[src/rtl/cdb_issue_scheduler_pkg.sv]
// rtl/cdb_issue_scheduler_pkg.sv - shared types and owner-ID helpers for the CDB issue scheduler
//
// Purpose: owner-ID storage type, the reservation slot struct and the
// functions that map a channel count onto the mult/div owner IDs.
// Owner IDs are stored at a fixed width wide enough for the largest legal
// channel count (8 single-cycle channels + mult + div = 10 IDs); the top
// narrows them to its own ID width when driving the CDB select.

package cdb_issue_scheduler_pkg;

  localparam int OWN_W = 4;

  typedef logic [OWN_W-1:0] owner_t;

  typedef struct packed {
    logic   valid;
    owner_t owner;
  } rsv_slot_t;

  // Multiplier owns the ID just above the single-cycle channels.
  function automatic owner_t own_mult(input int num_1c);
    return owner_t'(num_1c);
  endfunction

  // Divider owns the ID just above the multiplier.
  function automatic owner_t own_div(input int num_1c);
    return owner_t'(num_1c + 1);
  endfunction

endpackage

[src/rtl/cdb_issue_scheduler_rr_arbiter.sv]
// rtl/cdb_issue_scheduler_rr_arbiter.sv - round-robin arbiter for the single-cycle issue group
//
// Purpose: picks the first requesting channel at or after the pointer,
// wrapping around, and advances the pointer past the winner when the grant
// is actually taken.
// Ports:
//   clk, rst_n  clock, asynchronous active-low reset (pointer -> 0)
//   req         request vector, one bit per channel
//   accept      the grant was used this cycle; move the pointer
//   gnt         one-hot (or zero) grant
//   gnt_idx     binary index of the granted channel (0 when none)

module cdb_issue_scheduler_rr_arbiter
  import cdb_issue_scheduler_pkg::*;
#(
  parameter int N = 2
) (
  input  logic         clk,
  input  logic         rst_n,
  input  logic [N-1:0] req,
  input  logic         accept,
  output logic [N-1:0] gnt,
  output owner_t       gnt_idx
);

  localparam int PTR_W = (N > 1) ? $clog2(N) : 1;

  logic [PTR_W-1:0] ptr_q, ptr_d;
  logic             found;

  // Two passes: channels at/after the pointer first, then the wrapped ones.
  always_comb begin
    gnt     = '0;
    gnt_idx = '0;
    found   = 1'b0;
    for (int k = 0; k < N; k++) begin
      if (!found && req[k] && (k >= int'(ptr_q))) begin
        gnt[k]  = 1'b1;
        gnt_idx = owner_t'(k);
        found   = 1'b1;
      end
    end
    for (int k = 0; k < N; k++) begin
      if (!found && req[k] && (k < int'(ptr_q))) begin
        gnt[k]  = 1'b1;
        gnt_idx = owner_t'(k);
        found   = 1'b1;
      end
    end
  end

  always_comb begin
    ptr_d = ptr_q;
    if (accept && found) begin
      if (int'(gnt_idx) == N - 1) begin
        ptr_d = '0;
      end else begin
        ptr_d = PTR_W'(int'(gnt_idx) + 1);
      end
    end
  end

  always_ff @(posedge clk or negedge rst_n) begin
    if (!rst_n) begin
      ptr_q <= '0;
    end else begin
      ptr_q <= ptr_d;
    end
  end

endmodule

[src/rtl/cdb_issue_scheduler.sv]
// rtl/cdb_issue_scheduler.sv - issue arbiter with CDB slot reservation for 1-cycle, mult and div units
//
// Purpose: grants at most one issue per cycle (div > mult > round-robin
// single-cycle group) such that no two results ever land on the CDB in the
// same cycle, using a shift register of future CDB slot reservations.
// Ports:
//   clk, rst_n   clock, asynchronous active-low reset
//   flush        drop every in-flight reservation; no issue this cycle
//   ready_1c     per single-cycle channel ready
//   ready_mult   multiplier queue ready
//   ready_div    divider queue ready
//   issue_1c     one-hot single-cycle grant
//   issue_mult   multiplier grant
//   issue_div    divider grant
//   div_busy     divider still working on an earlier op
//   cdb_valid    a result is broadcast this cycle
//   cdb_owner    CDB source select (0..NUM_1C-1 channel, NUM_1C mult, NUM_1C+1 div)

module cdb_issue_scheduler
  import cdb_issue_scheduler_pkg::*;
#(
  parameter int NUM_1C   = 2,
  parameter int MULT_LAT = 3,
  parameter int DIV_LAT  = 6,
  parameter int ID_W     = $clog2(NUM_1C + 2)
) (
  input  logic              clk,
  input  logic              rst_n,
  input  logic              flush,
  input  logic [NUM_1C-1:0] ready_1c,
  input  logic              ready_mult,
  input  logic              ready_div,
  output logic [NUM_1C-1:0] issue_1c,
  output logic              issue_mult,
  output logic              issue_div,
  output logic              div_busy,
  output logic              cdb_valid,
  output logic [ID_W-1:0]   cdb_owner
);

  localparam int     DCNT_W   = $clog2(DIV_LAT);
  localparam owner_t OWN_MULT = own_mult(NUM_1C);
  localparam owner_t OWN_DIV  = own_div(NUM_1C);

  generate
    if (NUM_1C < 1 || NUM_1C > 8 || MULT_LAT < 2 || MULT_LAT >= DIV_LAT) begin : g_bad_params
      $error("cdb_issue_scheduler: illegal NUM_1C/MULT_LAT/DIV_LAT combination");
    end
  endgenerate

  // rsv_q[i] describes the CDB i cycles from now.
  rsv_slot_t         rsv_q [DIV_LAT+1];
  rsv_slot_t         rsv_d [DIV_LAT+1];
  logic [DCNT_W-1:0] dcnt_q, dcnt_d;

  logic              block;
  logic              elig_div, elig_mult;
  logic [NUM_1C-1:0] req_1c;
  logic [NUM_1C-1:0] gnt_1c;
  owner_t            gnt_idx;
  logic              grant_1c;

  // Issues are suppressed during reset as well as flush so that ready
  // inputs cannot leak through to the grant outputs while rst_n is low.
  assign block     = flush | ~rst_n;
  assign div_busy  = (dcnt_q != '0);
  assign elig_div  = ready_div && !div_busy && !rsv_q[DIV_LAT].valid;
  assign elig_mult = ready_mult && !rsv_q[MULT_LAT].valid;
  assign req_1c    = ready_1c & {NUM_1C{!rsv_q[1].valid}};

  assign issue_div  = elig_div && !block;
  assign issue_mult = elig_mult && !elig_div && !block;
  assign issue_1c   = gnt_1c & {NUM_1C{!elig_div && !elig_mult && !block}};
  assign grant_1c   = |issue_1c;

  assign cdb_valid = rsv_q[0].valid;
  assign cdb_owner = rsv_q[0].valid ? ID_W'(rsv_q[0].owner) : '0;

  cdb_issue_scheduler_rr_arbiter #(
    .N (NUM_1C)
  ) u_rr_arbiter (
    .clk     (clk),
    .rst_n   (rst_n),
    .req     (req_1c),
    .accept  (grant_1c),
    .gnt     (gnt_1c),
    .gnt_idx (gnt_idx)
  );

  // Shift first, then insert: a latency-L issue lands in slot L-1 because
  // the whole window moves one step at the same edge.
  always_comb begin
    for (int i = 0; i < DIV_LAT; i++) begin
      rsv_d[i] = rsv_q[i+1];
    end
    rsv_d[DIV_LAT] = '0;

    if (issue_div) begin
      rsv_d[DIV_LAT-1] = '{valid: 1'b1, owner: OWN_DIV};
    end
    if (issue_mult) begin
      rsv_d[MULT_LAT-1] = '{valid: 1'b1, owner: OWN_MULT};
    end
    if (grant_1c) begin
      rsv_d[0] = '{valid: 1'b1, owner: gnt_idx};
    end

    if (issue_div) begin
      dcnt_d = DCNT_W'(DIV_LAT - 1);
    end else if (dcnt_q != '0) begin
      dcnt_d = dcnt_q - DCNT_W'(1);
    end else begin
      dcnt_d = dcnt_q;
    end

    // The result already in slot 0 is on the bus this cycle and completes;
    // everything behind it is killed, including the divider's occupancy.
    if (flush) begin
      for (int i = 0; i <= DIV_LAT; i++) begin
        rsv_d[i] = '0;
      end
      dcnt_d = '0;
    end
  end

  always_ff @(posedge clk or negedge rst_n) begin
    if (!rst_n) begin
      for (int i = 0; i <= DIV_LAT; i++) begin
        rsv_q[i] <= '0;
      end
      dcnt_q <= '0;
    end else begin
      for (int i = 0; i <= DIV_LAT; i++) begin
        rsv_q[i] <= rsv_d[i];
      end
      dcnt_q <= dcnt_d;
    end
  end

endmodule

[config.mk]
export PLATFORM = sky130hd
export DESIGN_NAME = cdb_issue_scheduler
export DESIGN_NICKNAME = d
export VERILOG_FILES = /design/src/rtl/cdb_issue_scheduler_pkg.sv /design/src/rtl/cdb_issue_scheduler_rr_arbiter.sv /design/src/rtl/cdb_issue_scheduler.sv
export SDC_FILE = /design/constraint.sdc
export NUM_CORES = 1
export LEC_CHECK = 0
export CAP_MARGIN = 0
export CORE_MARGIN = 1
export CORE_UTILIZATION = 45
export DETAILED_ROUTE_END_ITERATION = 10
export PLACE_DENSITY = 0.78
export SYNTH_ARGS = -nofsm -noshare
export SYNTH_HDL_FRONTEND = slang
export SYNTH_SLANG_ARGS = --single-unit
export TNS_END_PERCENT = 20
[constraint.sdc]
create_clock -name clk -period 1.9 [get_ports clk]
set_input_delay 0.19 -clock clk [delete_from_list [all_inputs] [get_ports clk]]
set_output_delay 0.19 -clock clk [all_outputs]
set_load 0.005 [all_outputs]
; ---- Word level (Yosys, flattened, before mapping)
; Cells that the tools add are included.
[classes]
n_addsub = 2
order_cmp = 2
n_mux = 16
eq_ne = 1
n_bitwise = 4
n_reduce_logical = 25
[op_table]
columns = op, n
row1 = 2-to-1 mux 35 bit, 1
row2 = 2-to-1 mux 5 bit, 3
row3 = logical AND 1 bit, 13
row4 = zero test 1 bit, 9
row5 = 2-to-1 mux 3 bit, 3
row6 = 2-to-1 mux 1 bit, 8
row7 = nonzero test 3 bit, 2
row8 = bitwise AND 2 bit, 2
row9 = subtractor 3 x 1 -> 3 bit (second input constant), 1
row10 = 2-to-1 mux 2 bit, 1
row11 = OR reduction 2 bit, 1
row12 = adder 1 bit (second input constant), 1
row13 = == test 1 bit (second input constant), 1
row14 = greater-or-equal comparator 1 bit (first input constant), 1
row15 = less-than comparator 1 bit (first input constant), 1
row16 = NOT 1 bit, 1
row17 = bitwise OR 1 bit, 1
[word_totals]
inputBits = 7
reg_bits = 37
output_inout_bits = 8

; ---- Longest topological paths before layout
[logic_depth]
ltp_word = 15
ltp_mapped = 6
depth_no_buf = 6

; ---- Modules after synthesis
; From an unflattened synthesis, not the netlist that was laid out.
[unflattened]
cells_unflattened = 67
hier_area_um2 = 711.9
[by_module_without_submodules]
columns = module, area_each_um2, cells_each, n_inst
row1 = cdb_issue_scheduler, 623.1, 56, 1
row2 = cdb_issue_scheduler_rr_arbiter, 88.8, 11, 1

; ---- Worst setup path before layout
; OpenSTA, ideal clock, no wires.
[synth_timing]
path_kind = register to output
from = register dcnt_q[0]
to = output port issue_1c[0]
t_arrival_ns = 1.446
n_path_buf = 0
slack_ns = 0.264
stages_incl_launch_ff = 7
cell_sequence = dfrtp_1 > inv_1 > ha_1 > nor2b_4 > a2111oi_4 > nand2_1 > a21oi_1
[synth_between]
elab_chain_cells = 8
[synth_rtl]
columns = item, line_no
row1 = start: declaration, cdb_issue_scheduler.sv:54  ; logic [DCNT_W-1:0] dcnt_q, dcnt_d;
row2 = start signal: assignment, cdb_issue_scheduler.sv:136  ; dcnt_q <= dcnt_d;
row3 = nonzero test 3 bit, cdb_issue_scheduler.sv:66  ; assign div_busy = (dcnt_q != '0);
row4 = zero test 1 bit, cdb_issue_scheduler.sv:67  ; assign elig_div = ready_div && !div_busy && !rsv_q[DIV_LAT].valid;
row5 = logical AND 1 bit (2 in series), cdb_issue_scheduler.sv:67
row6 = zero test 1 bit, cdb_issue_scheduler.sv:73  ; assign issue_1c = gnt_1c & {NUM_1C{!elig_div && !elig_mult && !block}};
row7 = logical AND 1 bit (2 in series), cdb_issue_scheduler.sv:73
row8 = bitwise AND 2 bit, cdb_issue_scheduler.sv:73
row9 = end: declaration, cdb_issue_scheduler.sv:33  ; output logic [NUM_1C-1:0] issue_1c,
; Every way passes these cells.

; ---- Worst setup path after layout
[layout_timing]
from = register dcnt_q[1]
to = output port issue_1c[1]
; Same word-level chain as after synthesis.

==> impl_metrics.yaml <==
critical_path:
  cp.arrival_ns: 1.79
  critical_path.max_fanout: 2
  criticalPathCategory: "reg -> out"
  worstPathRequired_ns: 1.71
  endpoint_kind: "primary output"
  regToRegSetupSlack_ns: 0.29
  crit_path_start_kind: "register"
floorplan:
  die_area_sq_um: 1652
  die_h_um: 40.64
  ios: 15
  rows: 13
  die_x_um: 40.64
  initial_core_util: 0.4977
  coreArea_sq_um: 1350
logic_synthesis:
  syn-mean-instance-area_sq_um: 10.66
  synthCells: 63
  ys_seq_elements: 14
  ys_types: 22
  synth.cell_area_sq_um: 671.9
  ys_warn_count: 0
  synth-seq-area-share: 0.5214
  syn-num-nets: 72
detailed_routing:
  routed_wl_mm: 1.412
  drtAntennaViolNets: 0
  drt_iter0_markers: 5
  routed_via_density: 5.368
  wl_per_cell_um: 13.32
  drt_first_pass_iters: 5
  vias: 569
  drc: 0
final_layout:
  mostFrequentLayoutCells: "dfrtp_1, buf_4, clkdlybuf4s50_1"
  final_cell_count_no_fill: 106
  final_area_sq_um: 953.4
  nFillCells: 110
  final_common_cell: "dfrtp_1"
  final_layout_size_suffix_gt1_frac: 0.2967
  diodes: 0
  syn_to_final_growth_pct: 41.90
  nNetsFinal: 101
clock_tree:
  cts_buffer_depth: 2
  cts_sinks: 14
  cts_tree: "built"
  cts_hold_buf: 0
  cts_buffers: 3
  htree_num_levels: 1
  root_buffer: "clkbuf_4"
  path_clk_slew_ns: 0.08
  clock_latency_ns: 0.28
sta:
  rsz0062_at_grt: "true"
  finalWorstSetupSlack_ns: -0.07634
  setup_tns_ns: -0.09277
  finalCritPeriodShare: 1.040
  slew_viol_final: 0
  clock_skew_ns: 0.0008237
  layout_min_cycle_time_ns: 1.976
  hold_viol: 0
  slew_headroom: 0.8158
  finalSetupViolCount: 2
  max_freq_mhz: 506.0
  tightest_slew_ns: 0.2764
grt:
  grt_max_degree: 17
  grt_pass1_vias: 537
  track_usage: 0.2195
  grt_pass1_wl_mm: 2.256
  grt-ovfl-total: 0
  antenna_found_initial: 0
placed_design:
  dpl.hpwl_um: 969.9
  io_buffers: 14
  place_congestion: 0.7580
  place_ws_ns: -0.2394
  place_area_sq_um: 894.6
  dp.cells: 100
worst_hold_path:
  hold_class: "in -> async"
status:
  violations: "setup timing"
  status: "finished, violations left"
power:
  leakage_uw: 0.0004519
  irDropWorstVdd_uv: 650.9
  p_per_area_nw_per_um2: 1075
  finalPower_uw: 1025
job:
  drv_cap: 0
==> flip-flops by register name, summed over array words and instances, names as in the netlist <==
register,cells
dcnt_q,3
rsv_q,9
cdb_valid,1
u_rr_arbiter.ptr_q,1
==> what timing repair did <==
| item | 4_1_cts | 5_1_grt |
|---|---|---|
| pin swaps | 1 | 1 |
| setup buffers | 2 | 0 |
| gates resized for setup | 16 | 2 |
| endpoints found under the setup margin | 5 | 4 |
==> layout make-up <==
type	count	area [sq um]	area share
tap	15	18.77	0.01969
sequential	14	350.3	0.3675
clock buffer	4	36.28	0.03806
multi-input combinational	43	320.3	0.3360
timing repair buffer	25	209.0	0.2192
inverter	5	18.77	0.01969
==> power breakdown <==
| group | total [uW] | switching (uW) | internal (uW) |
|---|---|---|---|
| clock | 216 | 99.5 | 117 |
| sequential | 391 | 43.9 | 347 |
| combinational | 418 | 188 | 230 |
==> path summary, 6_finish.rpt <==
check / from / to / cells past startpoint
min: rst_n / dcnt_q[2]$_DFFE_PN0P_ / 2
max reg2reg: dcnt_q[1]$_DFFE_PN0P_ / rsv_q[30]$_DFF_PN0_ / 8
max in group asynchronous: rst_n / u_rr_arbiter.ptr_q$_DFFE_PN0P_ / 2
min reg2reg: rsv_q[20]$_DFF_PN0_ / rsv_q[25]$_DFF_PN0_ / 1
max: dcnt_q[1]$_DFFE_PN0P_ / issue_1c[1] / 8
min in group clk: rsv_q[20]$_DFF_PN0_ / rsv_q[25]$_DFF_PN0_ / 1
==> routing by layer <==
metal,part of all wire,wire (um),track usage
met5,0,0,0
met4,0.0057,8,0.1500
met3,0.040,57,0.04891
met2,0.50,708,0.3810
met1,0.45,637,0.2345
==> worst max-delay path, stage by stage, from the launching register on <==
cell and delay, ns:
dfrtp_1 0.38, inv_2 0.06, ha_4 0.15, nor2b_4 0.13, a2111oi_4 0.31, buf_4 0.17, nand2_2 0.06, a21oi_2 0.11
buf_2 0.13
==> per-stage QoR <==
| stage | hold slack, ns | utilization |
|---|---|---|
| after floorplan | -0.1056 | - |
| after global placement | 0.4395 | 0.6627 |
| after detailed placement | 0.4528 | 0.6627 |
| after CTS | 0.3597 | 0.7090 |
| after global routing | 0.3698 | 0.7062 |
| final | 0.3596 | 0.7062 |
==> kinds of logic (layout without fill, tap and decap cells) <==
group / count (synthesis) / in the layout / synth area share
DFF: 14 / 14 / 0.5214
and+or+nand+nor: 28 / 28 / 0.2458
AOI/OAI and AO/OA: 13 / 13 / 0.1620
adders and majority gates: 2 / 2 / 0.03724
buffers and inverters: 6 / 34 / 0.03352
==> Yosys cell counts, drive strengths merged <==
library cell	number	area, sq um
dfrtp	14	350.3
nor2b	9	63.81
nor2	6	22.52
inv	5	18.77
nand2	5	18.77
nand2b	4	32.53
a21oi	3	15.01
a211oi	2	15.01
a31oi	2	12.51
and2	2	12.51
ha	2	25.02
a2111oi	1	27.53
a311oi	1	8.760
a32oi	1	8.760
and3	1	7.510
clkbuf	1	3.750
nor3b	1	7.510
o21ai	1	5.000
o21bai	1	7.510
o311ai	1	8.760
Note: power is estimated with default switching activity, not from simulation.
